$ cat src/rtl/mac_tap_sequencer.sv
// Delay line plus coefficient bank that streams one sample's taps as even/odd
// (data, coeff) pairs, TAPS/2 pairs per accepted sample, for a multiply-add tree.
module mac_tap_sequencer #(
  parameter int unsigned DATA_WIDTH  = 8,
  parameter int unsigned COEFF_WIDTH = 8,
  parameter int unsigned TAPS        = 8,
  localparam int unsigned AW         = (TAPS > 1) ? $clog2(TAPS) : 1
) (
  input  logic                   clk,
  input  logic                   reset,
  input  logic                   coeff_wr_en,
  input  logic [AW-1:0]          coeff_wr_addr,
  input  logic [COEFF_WIDTH-1:0] coeff_wr_data,
  input  logic                   clear,
  input  logic                   s_valid,
  input  logic [DATA_WIDTH-1:0]  s_data,
  output logic                   s_ready,
  output logic [DATA_WIDTH-1:0]  data1,
  output logic [DATA_WIDTH-1:0]  data2,
  output logic [COEFF_WIDTH-1:0] coeff1,
  output logic [COEFF_WIDTH-1:0] coeff2,
  output logic                   pair_valid,
  output logic                   pair_first,
  output logic                   pair_last,
  output logic                   busy
);

  localparam int unsigned NPAIRS = TAPS / 2;
  localparam int unsigned KW     = (NPAIRS > 1) ? $clog2(NPAIRS) : 1;
  localparam logic [KW-1:0] KLAST = KW'(NPAIRS - 1);

  typedef enum logic {IDLE, RUN} state_t;

  state_t                 state_q, state_d;
  logic [KW-1:0]          k_q, k_d;
  logic [DATA_WIDTH-1:0]  tap  [TAPS];
  logic [COEFF_WIDTH-1:0] coef [TAPS];
  logic                   accept;
  logic                   clear_ok;
  logic                   last_c;
  logic                   addr_ok;
  logic [AW-1:0]          idx_even;
  logic [AW-1:0]          idx_odd;

  assign accept   = s_valid && (state_q == IDLE);
  assign clear_ok = clear && (state_q == IDLE);
  assign last_c   = (state_q == RUN) && (k_q == KLAST);
  assign idx_even = AW'({k_q, 1'b0});
  assign idx_odd  = idx_even | AW'(1);

  // Address range check only matters when TAPS is not a power of two.
  if (TAPS == (1 << AW)) begin : g_full_range
    assign addr_ok = 1'b1;
  end else begin : g_part_range
    assign addr_ok = 32'(coeff_wr_addr) < TAPS;
  end

  always_ff @(posedge clk or negedge reset) begin
    if (!reset) begin
      state_q <= IDLE;
      k_q     <= '0;
    end else begin
      state_q <= state_d;
      k_q     <= k_d;
    end
  end

  // Delay line: clear and accept on the same edge leave only the new sample.
  always_ff @(posedge clk or negedge reset) begin
    if (!reset) begin
      for (int i = 0; i < int'(TAPS); i++) tap[i] <= '0;
    end else if (accept) begin
      tap[0] <= s_data;
      for (int i = 1; i < int'(TAPS); i++) tap[i] <= clear ? '0 : tap[i-1];
    end else if (clear_ok) begin
      for (int i = 0; i < int'(TAPS); i++) tap[i] <= '0;
    end
  end

  always_ff @(posedge clk or negedge reset) begin
    if (!reset) begin
      for (int i = 0; i < int'(TAPS); i++) coef[i] <= '0;
    end else if (coeff_wr_en && addr_ok) begin
      coef[coeff_wr_addr] <= coeff_wr_data;
    end
  end

  always_comb begin
    state_d    = state_q;
    k_d        = k_q;
    data1      = '0;
    data2      = '0;
    coeff1     = '0;
    coeff2     = '0;
    pair_valid = 1'b0;
    pair_first = 1'b0;
    pair_last  = 1'b0;
    busy       = 1'b0;
    s_ready    = 1'b0;
    case (state_q)
      IDLE: begin
        s_ready = reset;
        if (accept) begin
          state_d = RUN;
          k_d     = '0;
        end
      end
      RUN: begin
        busy       = 1'b1;
        pair_valid = 1'b1;
        pair_first = (k_q == '0);
        pair_last  = last_c;
        data1      = tap[idx_even];
        data2      = tap[idx_odd];
        coeff1     = coef[idx_even];
        coeff2     = coef[idx_odd];
        if (last_c) begin
          state_d = IDLE;
          k_d     = '0;
        end else begin
          k_d = k_q + KW'(1);
        end
      end
      default: state_d = IDLE;
    endcase
  end

endmodule
$ cat config.mk
export PLATFORM = sky130hd
export DESIGN_NAME = mac_tap_sequencer
export DESIGN_NICKNAME = d
export VERILOG_FILES = /design/src/rtl/mac_tap_sequencer.sv
export SDC_FILE = /design/constraint.sdc
export NUM_CORES = 1
export LEC_CHECK = 0
export ABC_CLOCK_PERIOD_IN_PS = 2000
export CAP_MARGIN = 20
export CORE_MARGIN = 1.5
export CORE_UTILIZATION = 40
export CTS_CLUSTER_DIAMETER = 120
export DETAILED_ROUTE_END_ITERATION = 12
export PLACE_DENSITY = 0.58
export SYNTH_ARGS = -nofsm -noshare
export SYNTH_HDL_FRONTEND = slang
export SYNTH_SLANG_ARGS = --single-unit
$ cat constraint.sdc
create_clock -name clk -period 2 [get_ports clk]
set_clock_uncertainty 0.15 [all_clocks]
set_input_delay 0.4 -clock clk [delete_from_list [all_inputs] [get_ports clk]]
set_output_delay 0.4 -clock clk [all_outputs]
set_load 0.02 [all_outputs]
# After elaboration in Yosys (flattened, before gate mapping)
# Index checks and enable logic that the tools add are counted.
[classes] add_sub_neg=1 magnitude_cmp=4 n_eq_ne=2 n_mux=38 bitwise_logic=4 reduce_logical=6
[op_table] op="two-way mux 8 bit" count=20
[op_table] op="two-way mux 64 bit" count=2
[op_table] op="binary-select mux 8 bit (select 3 bit)" count=4
[op_table] op="bitwise mux 64 bit" count=1
[op_table] op="demux 8 bit (select 3 bit)" count=1
[op_table] op=">= comparator 4 bit (second input constant)" count=3
[op_table] op="inverter 3 -> 4 bit" count=3
[op_table] op="two-way mux 1 bit" count=6
[op_table] op="logical AND 1 bit" count=4
[op_table] op="less-than comparator 4 x 1 -> 1 bit (second input constant)" count=1
[op_table] op="two-way mux 2 bit" count=2
[op_table] op="case mux 2 bit (2 select lines)" count=1
[op_table] op="adder 2 x 1 -> 2 bit (second input constant)" count=1
[op_table] op="== test 2 bit (second input constant)" count=1
[op_table] op="logical NOT 2 bit" count=1
[op_table] op="inequality test 2 bit (second input constant)" count=1
[op_table] op="case mux 1 bit (2 select lines)" count=1
[op_table] op="nonzero test 2 bit" count=1
[op_table] op="inverter 1 bit" count=1
[word_totals] regBits=131 in_bits=24 output_inout_bits=37

# Depth between registers and ports, before layout
# Gate-level depths: netlist of run 1.
[depth] ltp_word=6 ltp_mapped=7

# Worst setup path after synthesis of run 1
# OpenSTA, ideal clock, no wires.
[synth_path] kind="register to output" from="register state_q" to="output coeff1[0]" arrival_ns=1.409 setup_slack_ns=0.041 path_stages_with_launch=5 path_buffers=2 cell_sequence="dfrtp_1 buf_2 nand2b_1 clkbuf_1 o22ai_1"
[synth_between] elab_chain_cells=1
[synth_lines] item="from (decl)" line="34" rtl="state_t state_q, state_d;"
[synth_lines] item="from (signal assigned)" line="63" rtl="state_q <= state_d;"
[synth_lines] item="two-way mux 8 bit" line="100" rtl="case (state_q)"
[synth_lines] item="to (decl)" line="20" rtl="output logic [COEFF_WIDTH-1:0] coeff1,"
# No other way between the ends.

# Final worst setup path of run 1
[layout_path] from="register k_q[0]" to="output data2[3]"
[layout_between] elab_chain_cells=5
[layout_lines] item="from (decl)" line="35" rtl="logic [KW-1:0] k_q, k_d;"
[layout_lines] item="from (signal assigned)" line="64" rtl="k_q <= k_d;"
[layout_lines] item="inverter 3 -> 4 bit (implied by the code)" line="114" rtl="data2 = tap[idx_odd];"
[layout_lines] item="binary-select mux 8 bit (select 3 bit)" line="114"
[layout_lines] item="two-way mux 8 bit (implied by the code) (2 in a row)" line="114"
[layout_lines] item="two-way mux 8 bit" line="100"
[layout_lines] item="to (decl)" line="19" rtl="output logic [DATA_WIDTH-1:0] data2,"
# No other way between the ends. The select of a mux whose other input is x is not followed.

==> metrics.txt, run 1 <==
status complete, but fails checks; failing checks hold timing, setup timing; Num CTS Buffers 17; worst path bufs/invs 3; clk_lat worst skew ~0.4 ns; part of the Yosys area used for sequential elements 0.566; Total Routing Usage GR 0.188; number of diodes 0; cell count after synthesis 418; Starting Density 0.414; Hold Slack -0.0526 ns; dpl ws -0.295 ns; Yosys top cell area share 0.566; WL met1 5.71 mm; worst r2r src state_q; Ports 61; final setup fails 34; WL met2 6.64 mm; Core Area roughly 0.014 mm²; largest net degree at the start of global routing approximately 130; CTS sink cnt 131; CTS Hold Bufs 0; clock buffer depth 2; Post-DP Area between 0.006 and 0.007 mm²; top post-synthesis cells by area dfrtp_1 57%, mux2_2 12%, mux2i_1 11%; Clock Pin Slew Worst Setup and Hold Paths 0.05 ns; die width 123 µm; 1st-iter DRT viols 212; Data required, critical path 1.45 ns; Netlist cell types 25; Placed Instances 653; period utilization 1.13; CP cell instances buf_6 > buf_12 > mux2i_2 > o22ai_2 > buf_6; drt drc 0; number of flops mapped to enable cells by yosys 0; RSZ-0062 raised after global routing yes; Pre-antenna DRT Iters 4; YS warnings 0; Main synth FF type dfrtp_1; multi-input logic area ~0.0024 mm²; crit start category flip-flop; crit-path max FO 7; Die ar. 0.0152 mm²; slowest stage delay, CP 0.51 ns; TritonCTS clock tree done; reg2reg path depth 3; Post-Syn Nets about 440; post-route antenna net violation count 0; gp weighted congestion 0.722; DP HPWL 8.16 mm; Peak Freq approximately 0.44 GHz; fillers 1246; layout cell share with drive strength beyond 1 0.350; P&R area growth vs syn 29.2%; syn_area_per_cell approximately 14 µm²; crit path DAT approximately 1.7 ns; Yosys reg bits 131; clock root buffer clkbuf_16; global-route wire length before repair 21.4 mm; most common cell in the netlist dfrtp_1; Worst Tran Pin Value 0.828 ns; number of global-route vias before repair between 4000 and 5000; met3 WL 606 µm; H-tree levels 4; Mapped Area 0.00579 mm²; WS Path Type flip-flop to output port; top post-synthesis cells by count 131 x dfrtp_1, 64 x a22o_1, 64 x mux2_2, 64 x mux2i_1, 32 x o22ai_1; initial antenna violation count 0; DR WL/cell 19.0 µm; ys async rst share 1.00; total power per unit cell area 1410 mW/mm²; peak supply drop 0.000669 V; Vias between 3000 and 4000; Tmin final 2.27 ns; register area 0.00328 mm²; Sum Neg Setup Slack -6.13 ns; IO buf count 60; Worst path most repeated cell buf_6; Critical-path top delay cell dfrtp_4; reg-to-reg endpoint tap[60]; Congestion Overflow GR 0; top routing layer used met4; Synth area leader dfrtp_1; Final Hold Viols 27; max-slew violations 0; Final WS setup -0.265 ns; total of max-cap violations 0; Worst slew margin 0.447; WL final roughly 13 mm; largest delay contributor family on the critical path flip-flops; Nets roughly 520; leakage 3.40 nW; worst min path class input port to async pin; CP endpoint kind output port; FP Rows 43; Die Span Y 123 µm; final instance area 0.00748 mm²; Vias/cell 5.57; Final Non-Filler Cells 688; FF-to-FF setup slack about 0.3 ns
==> per-layer routing <==
metal,vias to the layer above,GRT usage
met3,14,0.0540
met1,1989,0.242
met2,81,0.310
met5,-,0
li1,1748,-
met4,0,0.0560
==> power breakdown <==
group | switching (mW) | internal [mW] | total, mW
Clock | 1.04 | 1.92 | 2.96
Sequential | 0.358 | 3.18 | 3.54
Combinational | 2.06 | 1.97 | 4.02
==> repair_timing <==
action | in CTS | in global routing
pin swaps | 0 | 9
setup buffers | 2 | 1
gates resized for setup | 176 | 29
endpoints found under the setup margin | 37 | 35
cloned | 2 | 1
==> how the worst max path moves through the flow <==
stage / start / to / slack, ns / cells past startpoint
4_1_cts: k_q[0] / coeff2[4] / -0.36 / 4
5_1_grt: k_q[0] / data2[3] / -0.32 / 5
2_1_floorplan: state_q / coeff1[0] / 0.04 / 4
3_3_place_gp: k_q[0] / coeff2[7] / -0.30 / 4
6_report: k_q[0] / data2[3] / -0.27 / 5
3_5_place_dp: k_q[0] / coeff2[7] / -0.30 / 4
==> kinds of logic after synthesis <==
logic type      share of synthesized area
compound gates                      0.135
fa+ha+maj                         0.00432
buf+inv                            0.0335
flops                               0.566
mux                                 0.235
simple gates                       0.0255
==> cell type report <==
type | instances | area share
multi-input combinational | 248 | 0.322
clock inverter | 5 | 0.0100
timing repair buffer | 96 | 0.132
sequential | 131 | 0.439
tap | 180 | 0.0301
clock buffer | 26 | 0.0654
inverter | 2 | 0.00100
==> per-stage QoR <==
step / total power [mW] / utilization / hold WS, ns
6_report: 10.5 / 0.535 / -0.0526
5_1_grt: 11.1 / 0.535 / 0.0174
3_3_place_gp: 7.38 / 0.489 / 0.337
4_1_cts: 10.5 / 0.530 / 0.0101
2_1_floorplan: 5.83 / - / -0.0456
3_5_place_dp: 7.44 / 0.489 / 0.343
==> state kept, by name (all words and copies together) (netlist names) <==
register / count
coef: 64
tap: 64
k_q: 2
state_q: 1
==> placed cells by master (no fill, tap or decap), types with 2 or more instances in the layout <==
master             n
dfrtp_1          130
a22o_1            64
mux2_2            64
mux2i_1           60
buf_4             45
o22ai_1           26
clkdlybuf4s50_1   22
clkbuf_16         18
buf_12            12
buf_6             11
o22ai_2            6
clkbuf_1           6
mux2i_2            3
nor4bb_1           3
nand4b_1           3
clkinv_2           3
clkbuf_8           3
inv_1              2
nand2_1            2
nor2_1             2
nor2b_1            2
bufinv_16          2
dlygate4sd2_1      2
buf_2              2
Power figures use the tool's default switching activity.
==> run 2: changes to the inputs <==
CORE_MARGIN = 1   (was 1.5)
PLACE_DENSITY = 0.61   (was 0.58)
SKIP_CTS_REPAIR_TIMING = 1   (was not set)
==> run 2 against run 1 <==
The run still ends with hold timing, setup timing left; fmax grew 0.75%; wire length shrank 2.7%; register-to-register slack is essentially flat; first-iteration DRC count grew 22%; clock power is essentially flat; sequential power is essentially flat; via count shrank 0.57%; sequential share of layout area grew 0.58 points; critical path type unchanged; critical endpoint is now coeff2[1].
==> metrics.txt, run 2 (synthesis gave the netlist of run 1 again) <==
status complete, but fails checks; failing checks hold timing, setup timing; slowest stage delay, CP 0.53 ns; Final Hold Viols 25; register area approximately 0.0033 mm²; Pre-antenna DRT Iters 5; CTS sink cnt 131; Congestion Overflow GR 0; Comb power frac 0.364; largest net degree at the start of global routing 132; number of global-route vias before repair 4001; sw frac 0.329; multi-input logic area roughly 0.0024 mm²; global-route wire length before repair roughly 21 mm; WL met2 6.46 mm; WL met1 5.60 mm; Clock power frac 0.291; Worst slew margin 0.425; clock root buffer clkbuf_16; most frequent cells in the layout 130 x dfrtp_1, 64 x a22o_1, 64 x mux2_2, 60 x mux2i_1, 41 x buf_4; Data required, critical path ~1.5 ns; IO buf count 60; Nets roughly 520; max-slew violations 0; Starting Density 0.414; Critical-path top delay cell dfrtp_4; fillers 1216; worst path bufs/invs 2; initial antenna violation count 0; leakage about 3.5 nW; sw power ~3.4 mW; Ports 61; drt drc 0; Clock Pin Slew Worst Setup and Hold Paths 0.05 ns; WS Path Type flip-flop to output port; Hold Slack -0.0779 ns; Num CTS Buffers 17; Die Span Y 122 µm; WL final between 10 and 15 mm; TritonCTS clock tree done; crit start category flip-flop; reg2reg path depth 3; DR WL/cell ~19 µm; total power per unit cell area 1390 mW/mm²; top routing layer used met4; post-route antenna net violation count 0; Pint 6.87 mW; Vias/cell 5.53; clk_lat worst skew roughly 0.42 ns; crit path DAT 1.70 ns; H-tree levels 4; CP cell instances buf_12 > mux2i_2 > o22ai_2 > clkbuf_2; total of max-cap violations 0; number of diodes 0; CP endpoint kind output port; FP Rows 43; Vias 3810; gp weighted congestion 0.718; RSZ-0062 raised after global routing yes; dpl ws -0.296 ns; FF-to-FF setup slack 0.31 ns; clock buffer depth 2; Tmin final 2.25 ns; Peak Freq approximately 0.44 GHz; worst min path class input port to async pin; biggest regs coef (64), tap (64), k_q (2); Critical Path Stages 4; period utilization 1.12; reg-to-reg endpoint tap[60]; Final WS setup -0.248 ns; Die ar. between 0.01 and 0.015 mm²; Total Routing Usage GR 0.186; crit-path max FO 26; met3 WL 500 µm; final setup fails 34; worst r2r src state_q; DP HPWL 8.10 mm; P&R area growth vs syn 27.5%; peak supply drop 0.000824 V; layout cell share with drive strength beyond 1 0.332; Worst Tran Pin Value 0.861 ns; commonest non-fill, non-tap cell in the layout dfrtp_1; largest delay contributor family on the critical path flip-flops; die width 122 µm; Core Area 0.0140 mm²; Flop pwr share 0.346; 1st-iter DRT viols 258
[run 2: cell types whose count changed in the layout (fill, tap and decap cells not counted), sizes merged]
| cell | previous run | this run |
|---|---|---|
| bufinv | 2 | 0 |
| dlymetal6s2s | 0 | 8 |
| buf | 71 | 63 |
| clkinv | 3 | 2 |
| dlygate4sd2 | 2 | 0 |
| clkbuf | 27 | 33 |
[run 2: worst max-delay path by stage]
stage	from	to
6_report	k_q[0]	coeff2[1]
5_1_grt	k_q[0]	coeff2[1]
4_1_cts	k_q[0]	coeff2[1]
3_5_place_dp	k_q[0]	coeff2[1]
3_3_place_gp	k_q[0]	coeff2[1]
2_1_floorplan	state_q	coeff1[0]
[run 2: per-stage QoR]
step | power [mW] | util | area, µm² | setup TNS [ns] | instances
after floorplan | 5.83 | - | 5790 | 0 | 418
final | 10.2 | 0.528 | 7380 | -6.53 | 689
after CTS | 10.5 | 0.530 | 7410 | -23.60 | 689
after global routing | 10.7 | 0.528 | 7380 | -8.85 | 689
after global placement | 7.35 | 0.488 | 6830 | -10.71 | 657
after detailed placement | 7.43 | 0.488 | 6830 | -13.10 | 657
[run 2: area by class of cell]
class / count / area share
sequential: 131 / 0.445
multi-input combinational: 248 / 0.320
timing repair buffer: 96 / 0.125
clock buffer: 30 / 0.0778
tap: 180 / 0.0305
clock inverter: 2 / 0.00136
inverter: 2 / 0.00102
[run 2: metal layers]
metal,vias up,track usage
met5,-,0
met4,0,0.0755
met3,16,0.0479
met2,71,0.307
met1,1974,0.231
li1,1749,-
[run 2: power groups by stage]
stage / registers (mW) / clock network (mW) / logic [mW]
6_report: 3.54 / 2.97 / 3.72
5_1_grt: 3.61 / 3.14 / 4.00
4_1_cts: 3.52 / 3.05 / 3.88
3_5_place_dp: 3.57 / 0 / 3.87
3_3_place_gp: 3.54 / 0 / 3.81
2_1_floorplan: 3.46 / 0 / 2.37
